==> src/rtl/mc_ctrl_pkg.sv <==
// Shared state encoding, opcodes and datapath select encodings for the multi-cycle controller.
// The STEPWAIT state only exists when MC_DEBUG_STEP_EN is defined.
package mc_ctrl_pkg;

    typedef enum logic [3:0] {
        StFetch    = 4'd0,
        StDecode   = 4'd1,
        StMemAdr   = 4'd2,
        StMemRd    = 4'd3,
        StMemWb    = 4'd4,
        StMemWr    = 4'd5,
        StExec     = 4'd6,
        StAluWb    = 4'd7,
        StBeq      = 4'd8,
        StAddiEx   = 4'd9,
        StAddiWb   = 4'd10,
        StJump     = 4'd11,
        StHalt     = 4'd12
`ifdef MC_DEBUG_STEP_EN
        ,
        StStepWait = 4'd13
`endif
    } mcState_e;

    localparam logic [5:0] OpRType = 6'b000000;
    localparam logic [5:0] OpLw    = 6'b100011;
    localparam logic [5:0] OpSw    = 6'b101011;
    localparam logic [5:0] OpBeq   = 6'b000100;
    localparam logic [5:0] OpAddi  = 6'b001000;
    localparam logic [5:0] OpJ     = 6'b000010;

    localparam logic [1:0] AluOpAdd   = 2'b00;
    localparam logic [1:0] AluOpSub   = 2'b01;
    localparam logic [1:0] AluOpFunct = 2'b10;

    localparam logic [1:0] SrcBReg    = 2'b00;
    localparam logic [1:0] SrcBFour   = 2'b01;
    localparam logic [1:0] SrcBImm    = 2'b10;
    localparam logic [1:0] SrcBBranch = 2'b11;

    localparam logic [1:0] PcSrcAlu    = 2'b00;
    localparam logic [1:0] PcSrcAluOut = 2'b01;
    localparam logic [1:0] PcSrcJump   = 2'b10;

    // First execution state for an opcode; anything unknown parks in HALT.
    function automatic mcState_e decodeTarget(input logic [5:0] op);
        mcState_e st;
        unique case (op)
            OpLw, OpSw: st = StMemAdr;
            OpRType:    st = StExec;
            OpBeq:      st = StBeq;
            OpAddi:     st = StAddiEx;
            OpJ:        st = StJump;
            default:    st = StHalt;
        endcase
        return st;
    endfunction

endpackage

==> src/rtl/mc_retire_counter.sv <==
// Free-running retired-instruction counter; wraps modulo 2^CNT_W.
module mc_retire_counter #(
    parameter int unsigned CNT_W = 32
) (
    input  logic             Clk,
    input  logic             Reset,
    input  logic             Inc,
    output logic [CNT_W-1:0] Count
);

    logic [CNT_W-1:0] countQ;

    always_ff @(posedge Clk or negedge Reset) begin
        if (!Reset) begin
            countQ <= '0;
        end else if (Inc) begin
            countQ <= countQ + CNT_W'(1);
        end
    end

    assign Count = countQ;

endmodule

==> src/rtl/multicycle_control.sv <==
// Multi-cycle MIPS sequencing FSM: drives datapath enables/selects and counts retirements.
// Optional single-step debug support is enabled with MC_DEBUG_STEP_EN.
module multicycle_control
    import mc_ctrl_pkg::*;
#(
    parameter int unsigned CNT_W = 32
) (
    input  logic             Clk,
    input  logic             Reset,
    input  logic [5:0]       Op,
    input  logic             Zero,
    input  logic             MemReady,
    output logic             MemRead,
    output logic             MemWrite,
    output logic             IorD,
    output logic             IRWrite,
    output logic             PCEn,
    output logic             RegWrite,
    output logic             RegDst,
    output logic             MemtoReg,
    output logic             ALUSrcA,
    output logic [1:0]       ALUSrcB,
    output logic [1:0]       ALUOp,
    output logic [1:0]       PCSrc,
    output logic             Retired,
    output logic [CNT_W-1:0] RetireCount,
    output logic             IllegalOp
`ifdef MC_DEBUG_STEP_EN
    ,
    input  logic             DbgHalt,
    input  logic             DbgStep,
    output logic             DbgHalted
`endif
);

    mcState_e stateQ, stateD;
    mcState_e fetchNext;

    logic       memRead, memWrite, iorD, irWrite, pcEn, regWrite;
    logic       regDst, memtoReg, aluSrcA, retired, dbgHalted;
    logic [1:0] aluSrcB, aluOp, pcSrc;

`ifdef MC_DEBUG_STEP_EN
    // Halt requests are only honoured at an instruction boundary.
    assign fetchNext = DbgHalt ? StStepWait : StFetch;
`else
    assign fetchNext = StFetch;
`endif

    always_ff @(posedge Clk or negedge Reset) begin
        if (!Reset) begin
            stateQ <= StFetch;
        end else begin
            stateQ <= stateD;
        end
    end

    always_comb begin
        stateD    = stateQ;
        memRead   = 1'b0;
        memWrite  = 1'b0;
        iorD      = 1'b0;
        irWrite   = 1'b0;
        pcEn      = 1'b0;
        regWrite  = 1'b0;
        regDst    = 1'b0;
        memtoReg  = 1'b0;
        aluSrcA   = 1'b0;
        retired   = 1'b0;
        dbgHalted = 1'b0;
        aluSrcB   = SrcBReg;
        aluOp     = AluOpAdd;
        pcSrc     = PcSrcAlu;

        unique case (stateQ)
            StFetch: begin
                memRead = 1'b1;
                aluSrcB = SrcBFour;
                aluOp   = AluOpAdd;
                pcSrc   = PcSrcAlu;
                irWrite = MemReady;
                pcEn    = MemReady;
                if (MemReady) stateD = StDecode;
            end
            StDecode: begin
                aluSrcB = SrcBBranch;
                stateD  = decodeTarget(Op);
            end
            StMemAdr: begin
                aluSrcA = 1'b1;
                aluSrcB = SrcBImm;
                stateD  = (Op == OpSw) ? StMemWr : StMemRd;
            end
            StMemRd: begin
                memRead = 1'b1;
                iorD    = 1'b1;
                if (MemReady) stateD = StMemWb;
            end
            StMemWb: begin
                memtoReg = 1'b1;
                regWrite = 1'b1;
                retired  = 1'b1;
                stateD   = fetchNext;
            end
            StMemWr: begin
                memWrite = 1'b1;
                iorD     = 1'b1;
                if (MemReady) begin
                    retired = 1'b1;
                    stateD  = fetchNext;
                end
            end
            StExec: begin
                aluSrcA = 1'b1;
                aluSrcB = SrcBReg;
                aluOp   = AluOpFunct;
                stateD  = StAluWb;
            end
            StAluWb: begin
                regDst   = 1'b1;
                regWrite = 1'b1;
                retired  = 1'b1;
                stateD   = fetchNext;
            end
            StBeq: begin
                aluSrcA = 1'b1;
                aluSrcB = SrcBReg;
                aluOp   = AluOpSub;
                pcSrc   = PcSrcAluOut;
                pcEn    = Zero;
                retired = 1'b1;
                stateD  = fetchNext;
            end
            StAddiEx: begin
                aluSrcA = 1'b1;
                aluSrcB = SrcBImm;
                stateD  = StAddiWb;
            end
            StAddiWb: begin
                regWrite = 1'b1;
                retired  = 1'b1;
                stateD   = fetchNext;
            end
            StJump: begin
                pcSrc   = PcSrcJump;
                pcEn    = 1'b1;
                retired = 1'b1;
                stateD  = fetchNext;
            end
            StHalt: begin
                stateD = StHalt;
            end
`ifdef MC_DEBUG_STEP_EN
            StStepWait: begin
                dbgHalted = 1'b1;
                if (!DbgHalt || DbgStep) stateD = StFetch;
            end
`endif
            default: stateD = StFetch;
        endcase
    end

    // Everything is held quiet while reset is asserted, even though the state reads FETCH.
    assign MemRead   = Reset & memRead;
    assign MemWrite  = Reset & memWrite;
    assign IorD      = Reset & iorD;
    assign IRWrite   = Reset & irWrite;
    assign PCEn      = Reset & pcEn;
    assign RegWrite  = Reset & regWrite;
    assign RegDst    = Reset & regDst;
    assign MemtoReg  = Reset & memtoReg;
    assign ALUSrcA   = Reset & aluSrcA;
    assign ALUSrcB   = {2{Reset}} & aluSrcB;
    assign ALUOp     = {2{Reset}} & aluOp;
    assign PCSrc     = {2{Reset}} & pcSrc;
    assign Retired   = Reset & retired;
    assign IllegalOp = Reset & (stateQ == StHalt);

`ifdef MC_DEBUG_STEP_EN
    assign DbgHalted = Reset & dbgHalted;
`else
    logic unusedDbg;
    assign unusedDbg = dbgHalted;
`endif

    mc_retire_counter #(
        .CNT_W (CNT_W)
    ) uRetireCounter (
        .Clk   (Clk),
        .Reset (Reset),
        .Inc   (retired),
        .Count (RetireCount)
    );

endmodule

==> config.mk <==
export PLATFORM = sky130hd
export DESIGN_NAME = multicycle_control
export DESIGN_NICKNAME = d
export VERILOG_FILES = /design/src/rtl/mc_ctrl_pkg.sv /design/src/rtl/mc_retire_counter.sv /design/src/rtl/multicycle_control.sv
export SDC_FILE = /design/constraint.sdc
export NUM_CORES = 1
export LEC_CHECK = 0
export BUFFER_PORTS_ARGS = -buffer_cell sky130_fd_sc_hd__buf_2
export CORE_AREA = 2 2 68 70
export CTS_CLUSTER_DIAMETER = 150
export CTS_CLUSTER_SIZE = 10
export DETAILED_ROUTE_END_ITERATION = 8
export DIE_AREA = 0 0 70 72
export GPL_TIMING_DRIVEN = 0
export PLACE_DENSITY = 0.77
export SKIP_CTS_REPAIR_TIMING = 1
export SLEW_MARGIN = 15
export SYNTH_ARGS = -nofsm -noshare
export SYNTH_HDL_FRONTEND = slang
export SYNTH_SLANG_ARGS = --single-unit
==> constraint.sdc <==
create_clock -name Clk -period 1.95 [get_ports Clk]
set_input_delay 0.195 -clock Clk [delete_from_list [all_inputs] [get_ports Clk]]
set_output_delay 0.195 -clock Clk [all_outputs]
set_load 0.05 [all_outputs]
==> key figures <==
Outcome
  – Status: finished, violations left
  – Failing checks: negative hold slack

Clock tree
  – Clock buffer depth: 2
  – TritonCTS buffer count: 5
  – CTS Sinks: 36
  – CTS tree: yes
  – CTS Root Cell: clkbuf_8
  – Clock-pin slew on the worst setup and hold paths: 70 ps
  – H-tree depth: 2
  – Clock Latency Late Sink: 300 ps

Power and ir drop
  – Pwr Total: 3500 uW
  – Power density over the cells: 1290 nW/um2
  – Peak supply drop: 0.789 mV
  – Leak pwr: 0.00130 uW

Min path
  – Hold WC Path Type: input port to async pin

Floorplan
  – Die area: 5040 um2
  – Ports: 59
  – Die Y-Extent: 72 um
  – Die Wd: 70 um
  – Initial core utilization: 50.1%
  – Core ar.: 4260 um2
  – Site row count: 24

Drt
  – Vias per cell: 5.50
  – DR vias: 1892
  – DR iter-0 viols: 109
  – DR DRC count: 0
  – TritonRoute pass-1 iters: 4
  – Wirelength per Cell: 14.1 um
  – Wirelength, routed: 4.87 mm
  – Antenna Violating Nets Remaining: 0

Cells and area
  – Area grow syn2layout: 27.1%
  – Fillers: 365
  – Fin cells: 344
  – Ant. Diodes: 0
  – Layout cells sized above 1: 39.0%
  – Nets: 302

Place
  – GPL Wtd Cong: 0.886
  – Dpl cells: 331
  – DP Worst Slack: -87.8 ps
  – IO buf count: 58
  – DP Wirelength: 3.49 mm

Synthesis
  – Predominant post-synthesis flop cell: dfrtp_1
  – Post-synth net total: 232
  – Post-Syn Instances: 221
  – Netlist cell types: 44
  – FF+latch count, synth: 36
  – Sequential share of the synthesized area: 42.2%
  – Mapped Area: 2140 um2
  – Synth warnings: 0
  – Post-synth EDFFs: 0
  – Mean area per synthesized cell: 9.66 um2
  – Post-synthesis async set-or-reset flop share: 100%

Setup path
  – Worst path arrival time: 1720 ps
  – CP Max Fanout: 7
  – Worst r2r dst: uRetireCounter.Count[22]$_DFFE_PN0P_
  – Crit Path Class: register to output port
  – R2R setup slack: 140 ps
  – R2r startpoint: stateQ[1]$_DFFE_PN0P_
  – Startpoint Class: register
  – Required @ worst endpoint: 1750 ps
  – Worst Reg-to-Reg Cells: 7
  – Worst Setup End Kind: output port

STA
  – Setup Viol. Count Final: 0
  – Hold Slack: -113 ps
  – Fmax: 0.522 GHz
  – Slew Limit Fails: 0
  – Setup Skew: 9.99 ps
  – Tcrit/Tclk final: 98.2%
  – Final Hold Fails: 36
  – Fin crit period: 1910 ps
  – Tightest Pin Transition: 502 ps
  – Setup ws final: 35.2 ps
  – Unrepaired setup endpoints after global routing: true
  – Slew HR: 66.6%

GRT
  – Initial antenna violation count: 0
  – Global router's overall resource usage: 19.2%
  – GRT Residual Overflow: 0
  – Largest net degree at the start of global routing: 38
  – Global-route wire length before repair: 7.80 mm
  – Vias in the first global route: 1693

Job
  – MaxCap Viol Count: 0
## cells by family after synthesis
| family | count (synthesis) | synth area share [%] |
|---|---|---|
| buf+inv | 12 | 2.40 |
| compound gates | 25 | 8.50 |
| mux | 2 | 1.05 |
| simple gates | 112 | 31.8 |
| fa+ha+maj | 1 | 0.586 |
| flops | 36 | 42.2 |
| xor+xnor | 33 | 13.5 |
## critical path, cell delays in order, from the launching register on
cell and delay (ps):
dfrtp_2 470, nand2b_2 240, mux2_2 280, o22ai_1 110
and2_1 160, buf_6 160
## layer usage
metal | GRT usage, % | share of wire [%] | up-vias
met5 | 0 | 0 | -
met1 | 27.3 | 47 | 918
met3 | 3.33 | 4.0 | 5
met4 | 7.48 | 1.2 | 0
met2 | 29.3 | 48 | 45
li1 | - | - | 924
## power breakdown
group / internal [uW] / switching (uW)
Combinational: 670 / 1320
Clock: 249 / 274
Sequential: 856 / 127
## per-stage QoR
step,utilization [%],TNS (ps),cell area (um2),hold slack (ps)
after floorplan,-,-552,2150,-101
after global placement,58.7,-53.7,2500,324
after detailed placement,58.7,-160,2500,332
after CTS,60.7,-669,2590,9.42
after global routing,63.6,-55.9,2710,-79.0
final,63.6,0,2710,-113
## cells in the final DEF (no fill, tap or decap), types with 3 or more instances in the layout
master / netlist / routed
a21oi_1: 6 / 6
a31oi_1: 3 / 3
and2_1: 4 / 4
and3_1: 8 / 8
and3_2: 3 / 3
buf_2: 5 / 53
buf_4: 0 / 10
clkbuf_4: 0 / 6
clkbuf_8: 0 / 5
dfrtp_1: 36 / 27
dfrtp_2: 0 / 9
nand2_1: 14 / 13
nand2b_1: 8 / 5
nand2b_2: 0 / 3
nand3_1: 17 / 17
nand4_1: 11 / 11
nor2_1: 22 / 18
nor2_2: 0 / 4
nor2b_1: 3 / 3
nor3_1: 6 / 5
o21ai_0: 5 / 5
xnor2_1: 30 / 30
xor2_1: 3 / 3
## state kept, by name, indices dropped and copies added (netlist names)
register and flops:
stateQ 4, uRetireCounter.Count 32
## Yosys cell counts (3+ instances only)
master / number / area, um2
a21oi_1: 6 / 30.0
a31oi_1: 3 / 18.8
and2_1: 4 / 25.0
and3_1: 8 / 50.1
and3_2: 3 / 22.5
buf_2: 5 / 25.0
clkbuf_1: 3 / 11.3
dfrtp_1: 36 / 901
nand2_1: 14 / 52.6
nand2b_1: 8 / 50.1
nand3_1: 17 / 85.1
nand4_1: 11 / 68.8
nor2_1: 22 / 82.6
nor2b_1: 3 / 18.8
nor3_1: 6 / 30.0
o21ai_0: 5 / 25.0
xnor2_1: 30 / 263
xor2_1: 3 / 26.3
## worst max-delay path by stage
stage	slack (ps)	endpoint	from	cells past startpoint
floorplan	-230	MemtoReg	stateQ[3]$_DFFE_PN0P_	4
global placement	-50	MemtoReg	Reset	5
detailed placement	-90	MemtoReg	Reset	5
CTS	-230	Retired	stateQ[0]$_DFFE_PN0P_	6
global route	-30	Retired	stateQ[3]$_DFFE_PN0P_	6
finish	40	RegWrite	stateQ[2]$_DFFE_PN0P_	5
## cell type report
| type | instances | area, um2 | area share, % |
|---|---|---|---|
| flip-flops and latches | 36 | 912 | 33.6 |
| plain buffers | 10 | 56.3 | 2.07 |
| inverters | 2 | 7.51 | 0.277 |
| multi-input cells | 173 | 1220 | 44.8 |
| clock inverters | 3 | 18.8 | 0.692 |
| repair buffers | 63 | 369 | 13.6 |
| clock buffers | 5 | 68.8 | 2.54 |
| well taps | 52 | 65.1 | 2.40 |
No activity file was read; power rests on OpenSTA's default activity.
